<file path="src/rtl/pattern_playback.sv">
// Multi-channel pattern generator: bytes are loaded into per-channel bit buffers,
// then all channels shift out MSB-first in lockstep at a prescaled tick rate.
module pattern_playback #(
    parameter int unsigned NUM_CHANNELS = 7,
    parameter int unsigned NUM_BITS     = 8,
    parameter int unsigned SAMPLES      = 10,
    parameter int unsigned DIV_WIDTH    = 8
) (
    input  logic                    clk,
    input  logic                    reset,
    input  logic                    wr_en,
    input  logic [NUM_BITS-1:0]     wr_data,
    input  logic                    start,
    input  logic                    stop,
    input  logic                    loop_en,
    input  logic [DIV_WIDTH-1:0]    div,
    output logic [NUM_CHANNELS-1:0] ch_out,
    output logic                    busy,
    output logic                    done,
    output logic                    load_full
);

    localparam int unsigned BUFFER_SIZE = NUM_BITS * SAMPLES;
    localparam int unsigned TOTAL_BYTES = NUM_CHANNELS * SAMPLES;
    localparam int unsigned BP_W = $clog2(BUFFER_SIZE);
    localparam int unsigned WP_W = $clog2(TOTAL_BYTES + 1);
    localparam int unsigned CH_W = (NUM_CHANNELS > 1) ? $clog2(NUM_CHANNELS) : 1;

    localparam logic [BP_W-1:0] LAST_BIT  = BP_W'(BUFFER_SIZE - 1);
    localparam logic [BP_W-1:0] LAST_BYTE = BP_W'(NUM_BITS - 1);
    localparam logic [BP_W-1:0] BYTE_STEP = BP_W'(NUM_BITS);
    localparam logic [WP_W-1:0] WR_LIMIT  = WP_W'(TOTAL_BYTES);

    typedef enum logic [0:0] {
        IDLE,
        PLAY
    } state_e;

    state_e                  state_q, state_d;
    logic [BUFFER_SIZE-1:0]  mem_q [NUM_CHANNELS];
    logic [BUFFER_SIZE-1:0]  mem_d [NUM_CHANNELS];
    logic [WP_W-1:0]         wr_ptr_q, wr_ptr_d;
    logic [CH_W-1:0]         wr_ch_q, wr_ch_d;
    logic [BP_W-1:0]         wr_base_q, wr_base_d;
    logic [BP_W-1:0]         bit_ptr_q, bit_ptr_d;
    logic [DIV_WIDTH-1:0]    pre_q, pre_d;
    logic [DIV_WIDTH-1:0]    div_q, div_d;
    logic                    load_full_q, load_full_d;
    logic [NUM_CHANNELS-1:0] ch_out_q, ch_out_d;
    logic                    busy_q, busy_d;
    logic                    done_q, done_d;
    logic                    finish;

    // State and datapath registers
    always_ff @(posedge clk) begin
        if (reset) begin
            state_q     <= IDLE;
            wr_ptr_q    <= '0;
            wr_ch_q     <= '0;
            wr_base_q   <= LAST_BIT;
            bit_ptr_q   <= LAST_BIT;
            pre_q       <= '0;
            div_q       <= '0;
            load_full_q <= 1'b0;
            ch_out_q    <= '0;
            busy_q      <= 1'b0;
            done_q      <= 1'b0;
            for (int unsigned i = 0; i < NUM_CHANNELS; i++) begin
                mem_q[i] <= '0;
            end
        end else begin
            state_q     <= state_d;
            wr_ptr_q    <= wr_ptr_d;
            wr_ch_q     <= wr_ch_d;
            wr_base_q   <= wr_base_d;
            bit_ptr_q   <= bit_ptr_d;
            pre_q       <= pre_d;
            div_q       <= div_d;
            load_full_q <= load_full_d;
            ch_out_q    <= ch_out_d;
            busy_q      <= busy_d;
            done_q      <= done_d;
            for (int unsigned i = 0; i < NUM_CHANNELS; i++) begin
                mem_q[i] <= mem_d[i];
            end
        end
    end

    // Next-state and datapath update
    always_comb begin
        state_d     = state_q;
        wr_ptr_d    = wr_ptr_q;
        wr_ch_d     = wr_ch_q;
        wr_base_d   = wr_base_q;
        bit_ptr_d   = bit_ptr_q;
        pre_d       = pre_q;
        div_d       = div_q;
        load_full_d = load_full_q;
        finish      = 1'b0;
        for (int unsigned i = 0; i < NUM_CHANNELS; i++) begin
            mem_d[i] = mem_q[i];
        end

        unique case (state_q)
            IDLE: begin
                if (start) begin
                    state_d     = PLAY;
                    div_d       = div;
                    bit_ptr_d   = LAST_BIT;
                    pre_d       = '0;
                    wr_ptr_d    = '0;
                    wr_ch_d     = '0;
                    wr_base_d   = LAST_BIT;
                    load_full_d = 1'b0;
                end else if (wr_en && (wr_ptr_q < WR_LIMIT)) begin
                    // Channel/byte position tracked incrementally instead of wr_ptr/SAMPLES
                    mem_d[wr_ch_q][wr_base_q -: NUM_BITS] = wr_data;
                    wr_ptr_d = wr_ptr_q + WP_W'(1);
                    if (wr_base_q == LAST_BYTE) begin
                        wr_base_d = LAST_BIT;
                        wr_ch_d   = wr_ch_q + CH_W'(1);
                    end else begin
                        wr_base_d = wr_base_q - BYTE_STEP;
                    end
                    load_full_d = (wr_ptr_d == WR_LIMIT);
                end
            end
            PLAY: begin
                if (stop) begin
                    state_d = IDLE;
                end else if (pre_q == div_q) begin
                    pre_d = '0;
                    if (bit_ptr_q == '0) begin
                        if (loop_en) begin
                            bit_ptr_d = LAST_BIT;
                        end else begin
                            state_d = IDLE;
                            finish  = 1'b1;
                        end
                    end else begin
                        bit_ptr_d = bit_ptr_q - BP_W'(1);
                    end
                end else begin
                    pre_d = pre_q + DIV_WIDTH'(1);
                end
            end
            default: state_d = IDLE;
        endcase
    end

    // Registered outputs follow the bit selected for the coming cycle
    always_comb begin
        ch_out_d = '0;
        busy_d   = (state_d == PLAY);
        done_d   = finish;
        if (state_d == PLAY) begin
            for (int unsigned i = 0; i < NUM_CHANNELS; i++) begin
                ch_out_d[i] = mem_q[i][bit_ptr_d];
            end
        end
    end

    assign ch_out    = ch_out_q;
    assign busy      = busy_q;
    assign done      = done_q;
    assign load_full = load_full_q;

endmodule

</file>
<file path="config.mk">
export PLATFORM = sky130hd
export DESIGN_NAME = pattern_playback
export DESIGN_NICKNAME = d
export VERILOG_FILES = /design/src/rtl/pattern_playback.sv
export SDC_FILE = /design/constraint.sdc
export NUM_CORES = 1
export LEC_CHECK = 0
export ABC_AREA = 1
export CAP_MARGIN = 20
export CORE_MARGIN = 5
export CORE_UTILIZATION = 50
export CTS_CLUSTER_DIAMETER = 40
export CTS_CLUSTER_SIZE = 10
export DETAILED_ROUTE_END_ITERATION = 7
export PLACE_DENSITY = 0.66
export SYNTH_ARGS = -nofsm -noshare
export SYNTH_HDL_FRONTEND = slang
export SYNTH_SLANG_ARGS = --single-unit
export TNS_END_PERCENT = 20
</file>
<file path="constraint.sdc">
create_clock -name clk -period 3.4 [get_ports clk]
set_input_delay 0.68 -clock clk [delete_from_list [all_inputs] [get_ports clk]]
set_output_delay 0.68 -clock clk [all_outputs]
set_load 0.05 [all_outputs]
</file>
==> run metrics <==
status=complete, no violations; Die W=251 µm; total global-route track usage=0.310; post-CTS setup buffer count=0; Post-CTS Resized=0; die area=62900 µm²; CTS tree=built; worst rel slew slack=0.287; Max VDD drop=0.406 mV; number of hold buffers added after CTS=0; uppermost routed layer=met4; via count=30200; Worst Setup Start Kind=flop; Seq/Total Area, Yosys=0.420; Peak Freq=316 MHz; H-tree depth reported by CTS=3; FF+latch count, synth=608; Worst Tran Pin Value=1.07 ns; met3 wire len=9.91 mm; setup violators final=0; I/O pin count=32; DRC viols=0; Starting Density=0.503; clk root buf=clkbuf_16; Total Wirelength=101 mm; Tcrit/Tclk final=0.930; initial antenna violation count=0; Hold WC Path Type=reg -> reg; routed vias/inst=5.61; CP Max Fanout=13; ratio of cells with drive above 1 in the final layout=0.0977; Avg WL per Cell=18.9 µm; Period minus WS final=3.16 ns; placer's final routability congestion estimate=0.938; Post-Syn Nets=4478; Max Cap Viol=0; Final #Nets=4563; number of detailed-route iterations in the first pass=6; cts bufs inserted=103; crit path capture type=flop; post-route core utilization=0.601; Final Non-Filler Cells=5373; Core Box Area=57600 µm²; Antenna Violating Nets Remaining=0; Final Hold Fails=0; Lkg Pwr=15.6 nW; Placed Instances=5192; Post-Place Worst Slack=-0.0587 ns; Detail Placement HPWL=63.4 mm; first-pass GRT wire length=158 mm; RSZ-0062 raised after global routing=true; M1 WL=43.7 mm; fin area=34600 µm²; Worst Slack Setup Final=0.237 ns; DP Area=31100 µm²; syn_area_per_cell=6.52 µm²; WP data arrival=3.70 ns; YS warnings=0; num rows=88; clk buf depth=3; Worst-Skew Late Latency=0.64 ns; Worst EP required=3.93 ns; number of clock sinks=608; library cells used by synthesis=43; Vert. Die Dim=251 µm; detailed router's first-iteration violation count=3381; GRT Residual Overflow=0; largest net degree at the start of global routing=120; met2 routed WL=43.7 mm; cell count after synthesis=4447; Area Overhead vs Synth=19.5%; Worst Clk Skew=0.0255 ns; vias in the first global route=27500; Power Dens Cells=553 nW/µm²; Power Total=19.2 mW; Syn Std Cell Area=29000 µm²; Clock transition at path regs=0.05 ns; Slew Viols, Final=0; port bufs=31; most common cell after layout, fill and taps aside=nand2_1; most frequent cells in the layout=nand2_1, nor2_1, dfxtp_1; WS Path Type=reg -> reg
==> cell families (layout without fill, tap and decap cells) <==
logic type,after synthesis,after routing,synth area share
AOI/OAI and AO/OA,871,871,0.154
and+or+nand+nor,2418,2418,0.342
xor gates and xnor gates,7,7,0.00211
adders and majority gates,9,9,0.00388
buffers and inverters,534,694,0.0783
other,0,1,0
DFF,608,608,0.420
==> power by group <==
part           total [mW]  internal (mW)  switching (mW)
Combinational        1.42          0.367            1.05
Clock                10.5           6.89            3.66
Sequential           7.20           7.17          0.0292
==> synth_stat cells, drive strengths merged <==
cell type / number / area share
nand2: 936 / 0.12
nor2: 910 / 0.12
dfxtp: 608 / 0.42
o21ai: 584 / 0.10
nand3: 476 / 0.083
inv: 258 / 0.033
a21oi: 257 / 0.044
buf: 142 / 0.027
clkbuf: 123 / 0.016
nor3: 87 / 0.016
a311oi: 13 / 0.0039
clkinv: 11 / 0.0014
ha: 9 / 0.0039
xor2: 4 / 0.0012
a211oi: 3 / 0.00078
nand4: 3 / 0.00065
nor4: 3 / 0.00065
o22ai: 3 / 0.00065
xnor2: 3 / 0.00091
a31oi: 2 / 0.00043
nand3b: 2 / 0.00052
o311a: 2 / 0.00069
a221oi: 1 / 0.00030
a22oi: 1 / 0.00026
and3: 1 / 0.00022
o211a: 1 / 0.00035
o211ai: 1 / 0.00026
o2bb2ai: 1 / 0.00030
o311ai: 1 / 0.00030
o41ai: 1 / 0.00030
==> metrics by stage <==
step                hold slack (ns)  TNS [ns]
global route                  0.468   -0.0113
floorplan                     0.424         0
global placement              0.433   -0.0386
detailed placement            0.440   -0.0905
CTS                           0.447         0
finish                        0.447         0
==> cell type report <==
cell class / count / area [µm²]
sequential: 608 / 12200
clock buffer: 130 / 2890
fill: 5366 / 23000
multi-input combinational: 3305 / 14600
tap: 765 / 957
inverter: 269 / 1020
antenna: 1 / 2.50
clock inverter: 50 / 627
timing repair buffer: 245 / 2350
==> sequential cells by signal (all words and copies together), names as in the netlist <==
register   flops
busy           1
done           1
mem_q        560
bit_ptr_q      7
wr_base_q      5
wr_ptr_q       7
div_q          8
ch_out         7
pre_q          8
wr_ch_q        3
load_full      1
==> routing by layer <==
| metal | up-vias | track usage |
|---|---|---|
| li1 | 14700 | - |
| met1 | 13800 | 0.440 |
| met2 | 1387 | 0.471 |
| met3 | 288 | 0.0594 |
| met4 | 0 | 0.116 |
| met5 | - | 0 |
==> critical path: stages, from the launching register on <==
cell      delay [ns]
dfxtp_1         0.31
inv_1           0.27
ha_1            0.20
inv_1           0.03
nor2_1          0.11
nand2_1         0.06
nand2_1         0.05
nand2_1         0.13
nor2_1          0.22
inv_1           0.08
nor2_1          0.13
inv_1           0.19
nor2_1          0.46
clkinv_1        0.37
o311a_1         0.41
==> final timing paths <==
kind,slack [ns],cells after the start,to,from
worst max-delay path,0.24,14,mem_q[5][56],wr_base_q[1]
worst min-delay path,0.45,2,mem_q[3][67],mem_q[3][67]
worst max register to register,0.24,14,mem_q[5][56],wr_base_q[1]
worst min register to register,0.45,2,mem_q[3][67],mem_q[3][67]
(Power assumes the default switching activity.)
